`config.mk`:
```
export PLATFORM = sky130hd
export DESIGN_NAME = bus_uart_tx_flat
export DESIGN_NICKNAME = d
export VERILOG_FILES = /design/src/rtl/bus_uart_tx_pkg.sv /design/src/rtl/bus_uart_tx_if.sv /design/src/rtl/bus_uart_tx_edge_detect.sv /design/src/rtl/bus_uart_tx.sv /design/src/flat_wrapper.sv
export SDC_FILE = /design/constraint.sdc
export NUM_CORES = 1
export LEC_CHECK = 0
export BUFFER_PORTS_ARGS = -buffer_cell sky130_fd_sc_hd__buf_2
export CORE_ASPECT_RATIO = 2
export CORE_MARGIN = 3
export CORE_UTILIZATION = 54
export CTS_BUF_LIST = sky130_fd_sc_hd__clkbuf_8 sky130_fd_sc_hd__clkbuf_16
export CTS_CLUSTER_SIZE = 14
export DETAILED_ROUTE_END_ITERATION = 12
export GPL_TIMING_DRIVEN = 0
export HOLD_SLACK_MARGIN = 0.03
export PLACE_DENSITY_LB_ADDON = 0.3
export SYNTH_ARGS = -nofsm -noshare
export SYNTH_HDL_FRONTEND = slang
export SYNTH_SLANG_ARGS = --single-unit
```
`constraint.sdc`:
```
create_clock -name clk -period 4.2 [get_ports clk]
set_input_delay 0.84 -clock clk [delete_from_list [all_inputs] [get_ports clk]]
set_output_delay 0.84 -clock clk [all_outputs]
set_load 0.05 [all_outputs]
```
`src/rtl/bus_uart_tx_pkg.sv`:
```
// Shared constants, state type and frame builder for the bus UART transmitter.
// Defining BUS_UART_TX_PARITY_EN adds an even-parity bit after the data bits.
package bus_uart_tx_pkg;

   localparam logic [1:0] ADDR_DATA   = 2'd0;
   localparam logic [1:0] ADDR_STATUS = 2'd1;

   localparam int BUSY = 0;
   localparam int OVR  = 1;

   localparam int DATA_BITS  = 8;
   localparam int STOP_BITS  = 2;
`ifdef BUS_UART_TX_PARITY_EN
   localparam int PAR_BITS   = 1;
`else
   localparam int PAR_BITS   = 0;
`endif
   localparam int FRAME_BITS = 1 + DATA_BITS + PAR_BITS + STOP_BITS;
   localparam int IDX_W      = $clog2(FRAME_BITS);

   typedef enum logic {
      ST_IDLE,
      ST_SEND
   } tx_state_e;

   typedef logic [FRAME_BITS-1:0] frame_t;

   // Bit 0 goes out first: start, data LSB first, [parity], stops.
   function automatic frame_t frame_build(
      input logic [DATA_BITS-1:0] d
   );
`ifdef BUS_UART_TX_PARITY_EN
      return {{STOP_BITS{1'b1}}, ^d, d, 1'b0};
`else
      return {{STOP_BITS{1'b1}}, d, 1'b0};
`endif
   endfunction

endpackage

```
`src/rtl/bus_uart_tx_if.sv`:
```
// Asynchronous host bus seen by the UART transmitter.
// The host is the master; the transmitter is the slave.
interface bus_uart_tx_if;
   import bus_uart_tx_pkg::*;

   logic [1:0]           addr;
   logic                 rw;
   logic                 ncs;
   logic [DATA_BITS-1:0] wdata;
   logic [DATA_BITS-1:0] rdata;
   logic                 rdata_oe;

   modport master (
      output addr,
      output rw,
      output ncs,
      output wdata,
      input  rdata,
      input  rdata_oe
   );

   modport slave (
      input  addr,
      input  rw,
      input  ncs,
      input  wdata,
      output rdata,
      output rdata_oe
   );

endinterface

```
`src/rtl/bus_uart_tx_edge_detect.sv`:
```
// Rising-edge detector: one-cycle pulse when the input goes high.
// A level held high produces only the first pulse.
module edge_detect (
   input  logic clk,
   input  logic nrst,
   input  logic in,
   output logic pulse
);

   logic in_q;

   always_ff @(posedge clk or negedge nrst) begin
      if (!nrst) begin
         in_q <= 1'b0;
      end else begin
         in_q <= in;
      end
   end

   assign pulse = in & ~in_q;

endmodule

```
`src/rtl/bus_uart_tx.sv`:
```
// Bus-mapped UART transmitter: 8N2 frames (8E2 with BUS_UART_TX_PARITY_EN),
// data register at address 0, busy/overrun status at address 1.
module bus_uart_tx
   import bus_uart_tx_pkg::*;
#(
   parameter int unsigned BAUD_DIV = 139
) (
   input  logic         clk,
   input  logic         nrst,
   bus_uart_tx_if.slave bus,
   output logic         tx,
   output logic         busy,
   output logic         baud_tick
);

   localparam int CNT_W = $clog2(BAUD_DIV);
   localparam logic [CNT_W-1:0] CNT_MAX =
      CNT_W'(BAUD_DIV - 1);

   logic [1:0]           ncs_q;
   logic [1:0]           rw_q;
   logic [1:0]           addr1_q;
   logic [1:0]           addr2_q;
   logic [DATA_BITS-1:0] wdata1_q;
   logic [DATA_BITS-1:0] wdata2_q;

   always_ff @(posedge clk or negedge nrst) begin
      if (!nrst) begin
         ncs_q    <= 2'b11;
         rw_q     <= 2'b00;
         addr1_q  <= '0;
         addr2_q  <= '0;
         wdata1_q <= '0;
         wdata2_q <= '0;
      end else begin
         ncs_q    <= {ncs_q[0], bus.ncs};
         rw_q     <= {rw_q[0], bus.rw};
         addr1_q  <= bus.addr;
         addr2_q  <= addr1_q;
         wdata1_q <= bus.wdata;
         wdata2_q <= wdata1_q;
      end
   end

   logic wr_lvl;
   logic wr_pulse;

   assign wr_lvl = ~ncs_q[1] & ~rw_q[1];

   edge_detect u_wr_edge (
      .clk   (clk),
      .nrst  (nrst),
      .in    (wr_lvl),
      .pulse (wr_pulse)
   );

   tx_state_e        state_q;
   logic [CNT_W-1:0] cnt_q;
   logic [CNT_W-1:0] cnt_d;
   logic [IDX_W-1:0] idx_q;
   frame_t           frame_q;
   logic             tx_q;
   logic             ovr_q;
   logic             ovr_d;

   logic tick;
   logic last;
   logic wr_data;
   logic accept;
   logic set_ovr;
   logic clr_ovr;

   assign tick    = (cnt_q == CNT_MAX);
   assign last    = (idx_q == IDX_W'(FRAME_BITS - 1));
   assign wr_data = wr_pulse & (addr2_q == ADDR_DATA);

   // The edge closing the last stop bit may already take the next byte.
   assign accept  = wr_data &
                    ((state_q == ST_IDLE) | (tick & last));
   assign set_ovr = wr_data & ~accept;
   assign clr_ovr = wr_pulse &
                    (addr2_q == ADDR_STATUS) &
                    wdata2_q[OVR];
   assign ovr_d   = set_ovr | (ovr_q & ~clr_ovr);

   assign cnt_d   = (accept | tick) ? '0
                                    : cnt_q + CNT_W'(1);

   always_ff @(posedge clk or negedge nrst) begin
      if (!nrst) begin
         state_q <= ST_IDLE;
         tx_q    <= 1'b1;
         idx_q   <= '0;
         frame_q <= '1;
         cnt_q   <= '0;
         ovr_q   <= 1'b0;
      end else begin
         cnt_q <= cnt_d;
         ovr_q <= ovr_d;
         if (accept) begin
            state_q <= ST_SEND;
            tx_q    <= 1'b0;
            idx_q   <= '0;
            frame_q <= frame_build(wdata2_q);
         end else begin
            unique case (state_q)
               ST_IDLE: ;
               ST_SEND: begin
                  if (tick) begin
                     if (last) begin
                        state_q <= ST_IDLE;
                        tx_q    <= 1'b1;
                     end else begin
                        idx_q   <= idx_q + IDX_W'(1);
                        tx_q    <= frame_q[1];
                        frame_q <= {1'b1,
                           frame_q[FRAME_BITS-1:1]};
                     end
                  end
               end
            endcase
         end
      end
   end

   assign tx        = tx_q;
   assign busy      = (state_q == ST_SEND);
   assign baud_tick = tick;

   // Read path works straight from the pins so the pad driver
   // enable and the data it drives settle together.
   logic                 oe;
   logic [DATA_BITS-1:0] rdata_d;

   assign oe = ~bus.ncs & bus.rw & nrst;

   always_comb begin
      rdata_d = '0;
      if (oe) begin
         unique case (bus.addr)
            ADDR_DATA: begin
               rdata_d[BUSY] = busy;
            end
            ADDR_STATUS: begin
               rdata_d[BUSY] = busy;
               rdata_d[OVR]  = ovr_q;
            end
            default: ;
         endcase
      end
   end

   assign bus.rdata_oe = oe;
   assign bus.rdata    = rdata_d;

endmodule

```
`src/flat_wrapper.sv`:
```
// flat-port wrapper written by rule: the top's interface ports become plain ports
module bus_uart_tx_flat import bus_uart_tx_pkg::*;
#(
   parameter int unsigned BAUD_DIV = 139
)
  (clk, nrst, tx, busy, baud_tick, bus_addr, bus_rw, bus_ncs, bus_wdata, bus_rdata, bus_rdata_oe);
  bus_uart_tx_if bus_i ();
  input  logic clk;
  input  logic nrst;
  output logic tx;
  output logic busy;
  output logic baud_tick;
  input wire logic [$bits(bus_i.addr)-1:0] bus_addr;
  input wire logic [$bits(bus_i.rw)-1:0] bus_rw;
  input wire logic [$bits(bus_i.ncs)-1:0] bus_ncs;
  input wire logic [$bits(bus_i.wdata)-1:0] bus_wdata;
  output wire logic [$bits(bus_i.rdata)-1:0] bus_rdata;
  output wire logic [$bits(bus_i.rdata_oe)-1:0] bus_rdata_oe;
  assign bus_i.addr = bus_addr;
  assign bus_i.rw = bus_rw;
  assign bus_i.ncs = bus_ncs;
  assign bus_i.wdata = bus_wdata;
  assign bus_rdata = bus_i.rdata;
  assign bus_rdata_oe = bus_i.rdata_oe;
  bus_uart_tx #(.BAUD_DIV(BAUD_DIV)) u_core (.clk(clk), .nrst(nrst), .bus(bus_i), .tx(tx), .busy(busy), .baud_tick(baud_tick));
endmodule
```
==> results of run 1 <==
-- cell usage after synthesis, drive strengths merged (2+ instances only) --
cell	n	share of area (%)
buf	8	2.8
dfstp	11	15
dfrtp	37	47
nor2	13	2.5
nand2	7	1.3
nor4	2	0.64
inv	6	1.2
o31ai	3	1.4
or4	3	1.2
a2bb2oi	2	1.2
ha	4	2.6
o21ai	14	3.8
a21oi	19	4.9
a311oi	7	3.1
nand3	7	1.8
xor2	5	2.2
clkbuf	3	0.58
and3	2	0.64
-- state kept, by name, summed over array words and instances (netlist names) --
name                   count
u_core.addr1_q             2
u_core.idx_q               4
u_core.wdata1_q            8
u_core.frame_q             8
u_core.addr2_q             2
u_core.ovr_q               1
u_core.ncs_q               2
u_core.busy                1
u_core.cnt_q               8
u_core.rw_q                2
u_core.wdata2_q            8
u_core.tx                  1
u_core.u_wr_edge.in_q      1
-- power groups by stage --
| stage | logic [mW] | clock network, mW | registers, mW |
|---|---|---|---|
| floorplan | 0.0234 | 0 | 0.487 |
| global placement | 0.0391 | 0 | 0.488 |
| detailed placement | 0.0401 | 0 | 0.489 |
| CTS | 0.0402 | 0.289 | 0.480 |
| global route | 0.0441 | 0.309 | 0.481 |
| finish | 0.0398 | 0.281 | 0.480 |
-- routing by layer --
metal | wire length [um] | vias up | global-route usage, %
li1 | - | 656 | -
met1 | 1300 | 660 | 18.2
met2 | 1990 | 22 | 32.8
met3 | 107 | 10 | 3.94
met4 | 117 | 0 | 12.1
met5 | 0 | - | 0
-- worst max-delay path by stage --
stage | startpoint | end | slack [ns] | cells past startpoint
CTS | nrst | bus_rdata[1] | 0.93 | 4
global route | nrst | bus_rdata[1] | 0.76 | 4
detailed placement | nrst | bus_rdata[1] | 0.94 | 4
finish | nrst | bus_rdata[1] | 1.0 | 4
floorplan | u_core.busy$_DFF_PN0_ | bus_rdata[0] | 0.83 | 3
global placement | nrst | bus_rdata[1] | 0.99 | 4
-- stage by stage --
stage	total power, mW	utilization [%]	setup WS (ns)	instances	area (sq um)
final	0.801	64.5	0.999	248	2230
after global placement	0.527	61.7	0.993	240	2130
after global routing	0.834	64.5	0.763	248	2230
after floorplan	0.511	-	0.826	173	1980
after detailed placement	0.529	61.7	0.939	240	2130
after CTS	0.810	64.5	0.932	248	2230
-- layout make-up --
class,count,share of cell area [%]
Buffer,11,2.98
Clock buffer,6,3.71
Sequential cell,48,54.6
Timing Repair Buffer,19,4.27
Multi-Input combinational cell,108,30.2
Tap cell,48,2.70
Inverter,6,1.01
Clock inverter,2,0.618
-- critical path, cell delays in order --
cell and delay [ns]:
buf_2 0.75, nand2_1 0.20, nor4_1 0.25, buf_2 0.31
-- kinds of logic (layout without fill, tap and decap cells) --
family / Yosys count / count (layout) / synth area share, %
DFF: 48 / 48 / 62.1
xor gates and xnor gates: 6 / 6 / 2.69
and+or+nand+nor: 42 / 42 / 11.5
other: 1 / 6 / 0.192
AOI/OAI and AO/OA: 50 / 50 / 16.4
buffers and inverters: 17 / 44 / 4.54
adders and majority gates: 4 / 4 / 2.56
==> run metrics, run 1 <==
critical path arrival 2.36 ns; hold-fix buffers at CTS 0; Final GP Congestion around 0.88; Final Slew Violations 0; Post-DP HPWL 2.59 mm; Period minus WS final 3.20 ns; Peak supply drop 0.000363 V; synth unique cells 38; Setup violations, final 0; WHS Endpoint u_core.wdata2_q[3]$_DFF_PN0_; drt initial violations 21; Psw between 150 and 200 uW; core footprint 3450 sq um; worst hold slack 0.352 ns; final period utilization 76.2%; max-cap check violation count 0; setup_tns 0 ns; ANT nets after route 0; Setup crit end kind output pin; setup slack, reg-to-reg around 2.2 ns; largest net degree at the start of global routing 50; clk sinks 48; antenna cells 0; Layout Nets 217; hold path startpoint u_core.wdata1_q[3]$_DFF_PN0_; share of layout cells above drive strength 1 between 20% and 30%; Bufs on Longest Clock Path 2; Synth async-reset ratio 100%; die height between 90 and 100 um; commonest non-fill, non-tap cell in the layout dfrtp_1; PD cells 360 nW/um^2; CTS H-tree lvls 2; row count 30; initial core utilization a little under three fifths; initial antenna violation count 0; Mapped Cells 168; Worst slew margin 33.1%; Post-synth top flop dfrtp_1; reg2reg end u_core.frame_q[6]$_DFFE_PN1P_; Reg clk slew, reported paths 0.08 ns; multi-input logic area between 600 and 700 sq um; DRT Pass-1 Iters 4; commonest cells after routing, fill and taps aside dfrtp_1, buf_2, a21oi_1; Die X-Extent 48.6 um; Worst R2R Path Depth 6; post-CTS sizing 0; Crit Reg-Reg Startpoint u_core.cnt_q[0]$_DFF_PN0_; global-route wire length before repair approximately 6.2 mm; Clock Power Share between 30% and 40%; RSZ-0062 raised after global routing no; FF+latch area 1210 sq um; number of buffers created by CTS 5; outcome finished, final reports clean; static leakage 0.986 nW; Crit Path Class input port to output pin; WL per Instance 14.1 um; Total Routing Usage GR a little under a fifth; grt total ovfl 0; mean area per synthesized cell 11.6 sq um; vias in the first global route 1427; Fmax 0.312 GHz; IO Count 26; P_int 621 uW; mapped cell area 1960 sq um; P&R area growth vs syn 13.8%; Via density 5.44; sequential power share between 50% and 60%; Max Fanout on Critical Path 49; number of flops mapped to enable cells by yosys 0; clk_lat worst skew 0.29 ns; Yosys warning total 0; # DRC 0; Sw Ratio 22.5%; Post-Route WL around 3.5 mm; register area share after synthesis 62.1%; Root Buffer clkbuf_8; DR vias 1348; clk_skew 0.00358 ns; # Post-CTS Setup Buffers 0; Port Buffer Count 19; Min-Delay Path Class flop to flop; hold depth 0; Worst Tran Pin Value 1.00 ns; combinational share of power under 10%; #FFs+latches synth 48; CP Data Required Time 3.36 ns; CTS tree yes; Final Hold Fails 0; area of the die 4430 sq um; Critical Path Source Type input port; fill count 292
Power figures use the tool's default switching activity.
==> inputs of run 2 (changes only) <==
CORE_UTILIZATION = 50   (was 54)
clock period = 2.65 ns   (was 4.2 ns; I/O delays follow)
==> run metrics, run 2 (synthesized netlist as in run 1, its figures left out) <==
FF+latch area 1210 sq um (unchanged); DRT Pass-1 Iters 4 (unchanged); # Post-CTS Setup Buffers 0 (unchanged); Crit Path Class input port to output pin; clk sinks 48 (unchanged); static leakage 1.00 nW (+1.9%); drt initial violations 40 (+90%); fin area 2280 sq um (+2.3%); global-route wire length before repair 6.26 mm (+1.6%); commonest non-fill, non-tap cell in the layout dfrtp_1; antenna cells 0 (unchanged); WL per Instance 15.3 um (+8.0%); Setup crit end kind output pin; setup slack, reg-to-reg 0.62 ns (-1.53 ns); DR vias 1402 (+4.0%); Bufs on Longest Clock Path 2 (unchanged); commonest cells after routing, fill and taps aside dfrtp_1, buf_2, a21oi_1; Worst slew margin 47.3% (+14 points); Final GP Congestion 0.839 (-4.1%); post-layout util 61.8% (-2.7 points); PD cells 637 nW/um^2 (+77%); Peak supply drop 0.000421 V (+16%); share of layout cells above drive strength 1 26.5% (+0.50 points); row count 31 (+3.3%); post-CTS sizing 1 (+1); Setup WS pre-CTS -0.0664 ns (-1.01 ns); Setup violations, final 0 (unchanged); CTS H-tree lvls 2 (unchanged); Max Fanout on Critical Path 49 (unchanged); clk_skew 0.00809 ns (+0.00452 ns); hold-fix buffers at CTS 0 (unchanged); Layout Nets 217 (unchanged); area of the die 4750 sq um (+7.2%); Final Slew Violations 0 (unchanged); final period utilization approximately 87%; worst hold slack 0.216 ns (-0.136 ns); Port Buffer Count 19 (unchanged); Via density 5.63 (+3.6%); core footprint 3680 sq um (+6.7%); grt total ovfl 0 (unchanged); initial core utilization 53.1% (-3.6 points); Power, Total 1.45 mW (+81%); Reg clk slew, reported paths 0.09 ns (about the same); outcome finished, final reports clean; # DRC 0 (unchanged); Fmax approximately 0.43 GHz; max-cap check violation count 0 (unchanged); multi-input logic area 678 sq um (+0.93%); Period minus WS final 2.31 ns; Post-DP HPWL 2.75 mm (+6.3%); P&R area growth vs syn 16.4%; Worst Tran Pin Value 0.786 ns (-0.218 ns); number of buffers created by CTS 5 (unchanged); Min-Delay Path Class input port to async pin; IO Count 26 (unchanged); fill count 321 (+9.9%); clk_lat worst skew 0.30 ns (about the same); RSZ-0062 raised after global routing no; Total Routing Usage GR 17.7% (-0.54 points); initial antenna violation count 0 (unchanged); largest net degree at the start of global routing 50 (unchanged); worst setup margin 0.341 ns (-0.658 ns); Critical Path Source Type input port; CTS tree yes; Final Hold Fails 0 (unchanged); Root Buffer clkbuf_8; vias in the first global route 1405 (-1.5%); die height 94.5 um (+3.7%); critical path arrival 1.78 ns (-0.58 ns); ANT nets after route 0 (unchanged); Die X-Extent 50.2 um (+3.4%); Post-Route WL 3.81 mm (+8.5%); placed cell areas 2140 sq um (+0.35%); CP Data Required Time 2.12 ns (-1.24 ns)
## run 2: cell type report
class / instances / share of cell area (%)
flip-flops and latches: 48 / 53.3
multi-input cells: 108 / 29.8
repair buffers: 19 / 4.28
clock buffers: 5 / 3.02
clock inverters: 3 / 3.02
plain buffers: 11 / 2.91
well taps: 49 / 2.69
inverters: 6 / 0.988
## run 2: power breakdown
part / switching, mW / leakage [nW] / internal, mW
Sequential: 0.00796 / 0.559 / 0.754
Clock: 0.246 / 0.0687 / 0.379
Combinational: 0.0471 / 0.377 / 0.0178
Total: 0.301 / 1.00 / 1.15
## run 2: final timing paths
check                                             start  cells after the start                      endpoint
max in group asynchronous                          nrst                      1  u_core.wdata1_q[5]$_DFF_PN0_
hold / removal                                     nrst                      1      u_core.rw_q[1]$_DFF_PN0_
hold reg to reg            u_core.wdata1_q[7]$_DFF_PN0_                      0  u_core.wdata2_q[7]$_DFF_PN0_
setup reg to reg               u_core.rw_q[1]$_DFF_PN0_                      5         u_core.tx$_DFFE_PN1P_
setup / recovery                                   nrst                      4                  bus_rdata[1]
min in group clk                           bus_wdata[7]                      1  u_core.wdata1_q[7]$_DFF_PN0_
## run 2: per-stage QoR
stage | TNS [ns] | std cells
global placement | 0 | 241
detailed placement | -0.0664 | 241
finish | 0 | 249
CTS | 0 | 249
floorplan | 0 | 173
global route | 0 | 249
## run 2: metal layers
layer	track usage (%)	vias up	routed length, um
li1	-	654	-
met4	10.6	0	116
met3	3.63	12	152
met5	0	-	0
met2	31.6	40	2120
met1	18.4	696	1410
## run 2: worst max-delay path, stage by stage
cell,delay (ns)
buf_4,0.46
nand2_1,0.20
nor4_1,0.26
buf_2,0.31
==> inputs of run 3 (changes only) <==
==> constraint.sdc (replaced) <==
create_clock -name clk -period 2.65 [get_ports clk]
set_input_delay 0.265 -clock clk [delete_from_list [all_inputs] [get_ports clk]]
set_output_delay 0.265 -clock clk [all_outputs]
set_load 0.05 [all_outputs]
==> run metrics, run 3 (synthesized netlist as in run 1, its figures left out) <==
outcome finished, final reports clean; Final Slew Violations 0 (unchanged); clk sinks 48 (unchanged); top sig layer met4; Final GP Congestion 0.839 (unchanged); share of layout cells above drive strength 1 26.5% (unchanged); Peak supply drop 0.000421 V (about the same); Setup violations, final 0 (unchanged); Worst slew margin 32.1% (-15 points); initial core utilization 53.1% (unchanged); drt initial violations 40 (unchanged); DR vias 1402 (unchanged); area of the die 4750 sq um (unchanged); Setup crit end kind output pin; met3 wire length 152 um (unchanged); Crit Path Class input port to output pin; max-cap check violation count 0 (unchanged); post-CTS sizing 0 (-1); crit path cell chain buf_2 -> nand2_1 -> nor4_1 -> buf_2; Worst Tran Pin Value 1.02 ns (+0.232 ns); WL per Instance 15.3 um (about the same); die height 94.5 um (unchanged); clk_skew 0.00809 ns (-0.000000140 ns); IO Count 26 (unchanged); reg2reg end u_core.tx$_DFFE_PN1P_; critical path arrival 1.86 ns (+0.08 ns); Critical Path Max Stage Delay 0.75 ns (+0.29 ns); static leakage 1.00 nW (about the same); largest net degree at the start of global routing 50 (unchanged); Root Buffer clkbuf_8; vias in the first global route 1405 (unchanged); Max Fanout on Critical Path 49 (unchanged); CP startpoint nrst; initial antenna violation count 0 (unchanged); Layout Nets 217 (unchanged); Critical Path Most Common Cell buf_2; CTS H-tree lvls 2 (unchanged); CP Depth 4 (unchanged); setup_tns 0 ns (unchanged); DRT Pass-1 Iters 4 (unchanged); post-layout util 61.8% (-0.068 points); clk_lat worst skew 0.30 ns (about the same); Reg clk slew, reported paths 0.09 ns (about the same); grt total ovfl 0 (unchanged); Die X-Extent 50.2 um (unchanged); Crit Reg-Reg Startpoint u_core.rw_q[1]$_DFF_PN0_; # DRC 0 (unchanged); Via density 5.63 (unchanged); worst path buffer plus inverter count 2 (unchanged); final period utilization 80.4% (-6.8 points); Fmax 0.470 GHz (+8.4%); Bufs on Longest Clock Path 2 (unchanged); setup slack, reg-to-reg 0.62 ns (about the same); commonest cells after routing, fill and taps aside dfrtp_1, buf_2, a21oi_1; # Post-CTS Setup Buffers 0 (unchanged); PD cells 638 nW/um^2 (about the same); Total Routing Usage GR 17.7% (unchanged); Port Buffer Count 19 (unchanged); CTS tree yes; Min-Delay Path Class input port to flop; global-route wire length before repair 6.26 mm (unchanged); met2 wire length 2.12 mm (unchanged); core footprint 3680 sq um (unchanged); row count 31 (unchanged); number of buffers created by CTS 5 (unchanged); CP Capture Point bus_rdata[1]; Post-Route WL 3.80 mm (about the same); RSZ-0062 raised after global routing no; WL met1 1.41 mm (about the same); antenna cells 0 (unchanged); fill count 322 (+0.31%); commonest non-fill, non-tap cell in the layout dfrtp_1; placed cell areas 2140 sq um (unchanged); fin area 2280 sq um (-0.11%); Power, Total 1.45 mW (about the same); P&R area growth vs syn 16.3%; CP Data Required Time 2.38 ns (+0.26 ns); Period minus WS final 2.13 ns (-0.180 ns); ANT nets after route 0 (unchanged); Final Hold Fails 0 (unchanged); hold-fix buffers at CTS 0 (unchanged); Critical Path Source Type input port; critical path's slowest cell buf_2; cell family contributing the most delay on the critical path buffers and inverters; Worst R2R Path Depth 5 (unchanged); Post-DP HPWL 2.75 mm (unchanged)
==> run 3: area by class of cell <==
| class | count | area (sq um) | share of cell area (%) |
|---|---|---|---|
| Buffer | 11 | 66.3 | 2.91 |
| Clock buffer | 5 | 68.8 | 3.02 |
| Clock inverter | 3 | 68.8 | 3.02 |
| Inverter | 6 | 22.5 | 0.990 |
| Multi-Input combinational cell | 108 | 678 | 29.8 |
| Sequential cell | 48 | 1210 | 53.4 |
| Tap cell | 49 | 61.3 | 2.69 |
| Timing Repair Buffer | 19 | 95.1 | 4.18 |
==> run 3: worst min path at each step <==
stage | start | endpoint | slack (ns) | depth (start not counted)
after floorplan | nrst | u_core.addr1_q[0]$_DFF_PN0_ | -0.03 | 0
after global placement | u_core.wdata1_q[1]$_DFF_PN0_ | u_core.wdata2_q[1]$_DFF_PN0_ | 0.33 | 0
after detailed placement | u_core.addr1_q[1]$_DFF_PN0_ | u_core.addr2_q[1]$_DFF_PN0_ | 0.34 | 0
after CTS | bus_wdata[6] | u_core.wdata1_q[6]$_DFF_PN0_ | 0.05 | 1
after global routing | bus_wdata[7] | u_core.wdata1_q[7]$_DFF_PN0_ | 0.05 | 1
final | bus_wdata[7] | u_core.wdata1_q[7]$_DFF_PN0_ | 0.06 | 1
==> run 3: worst register-to-register path, stage by stage (launching register included) <==
cell     delay (ns)
dfrtp_1        0.38
or4_1          0.53
buf_2          0.17
nor2_1         0.43
o21ai_0        0.18
a32o_1         0.28
==> run 3: per-stage QoR <==
step | hold slack, ns | instances | worst slack (ns)
2_1_floorplan | -0.0306 | 173 | 0.424
3_3_place_gp | 0.332 | 241 | 0.578
3_5_place_dp | 0.336 | 241 | 0.464
4_1_cts | 0.0516 | 249 | 0.438
5_1_grt | 0.0492 | 249 | 0.281
6_report | 0.0627 | 249 | 0.521
==> run 3: report_power, final <==
part / switching, mW / internal [mW] / total (mW)
registers: 0.00796 / 0.754 / 0.761
logic: 0.0471 / 0.0174 / 0.0645
clock network: 0.246 / 0.379 / 0.626
total: 0.301 / 1.15 / 1.45
==> run 3: routing by layer <==
layer / track usage (%) / vias up
li1: - / 654
met3: 3.63 / 12
met4: 10.6 / 0
met5: 0 / -
met1: 18.4 / 696
met2: 31.6 / 40
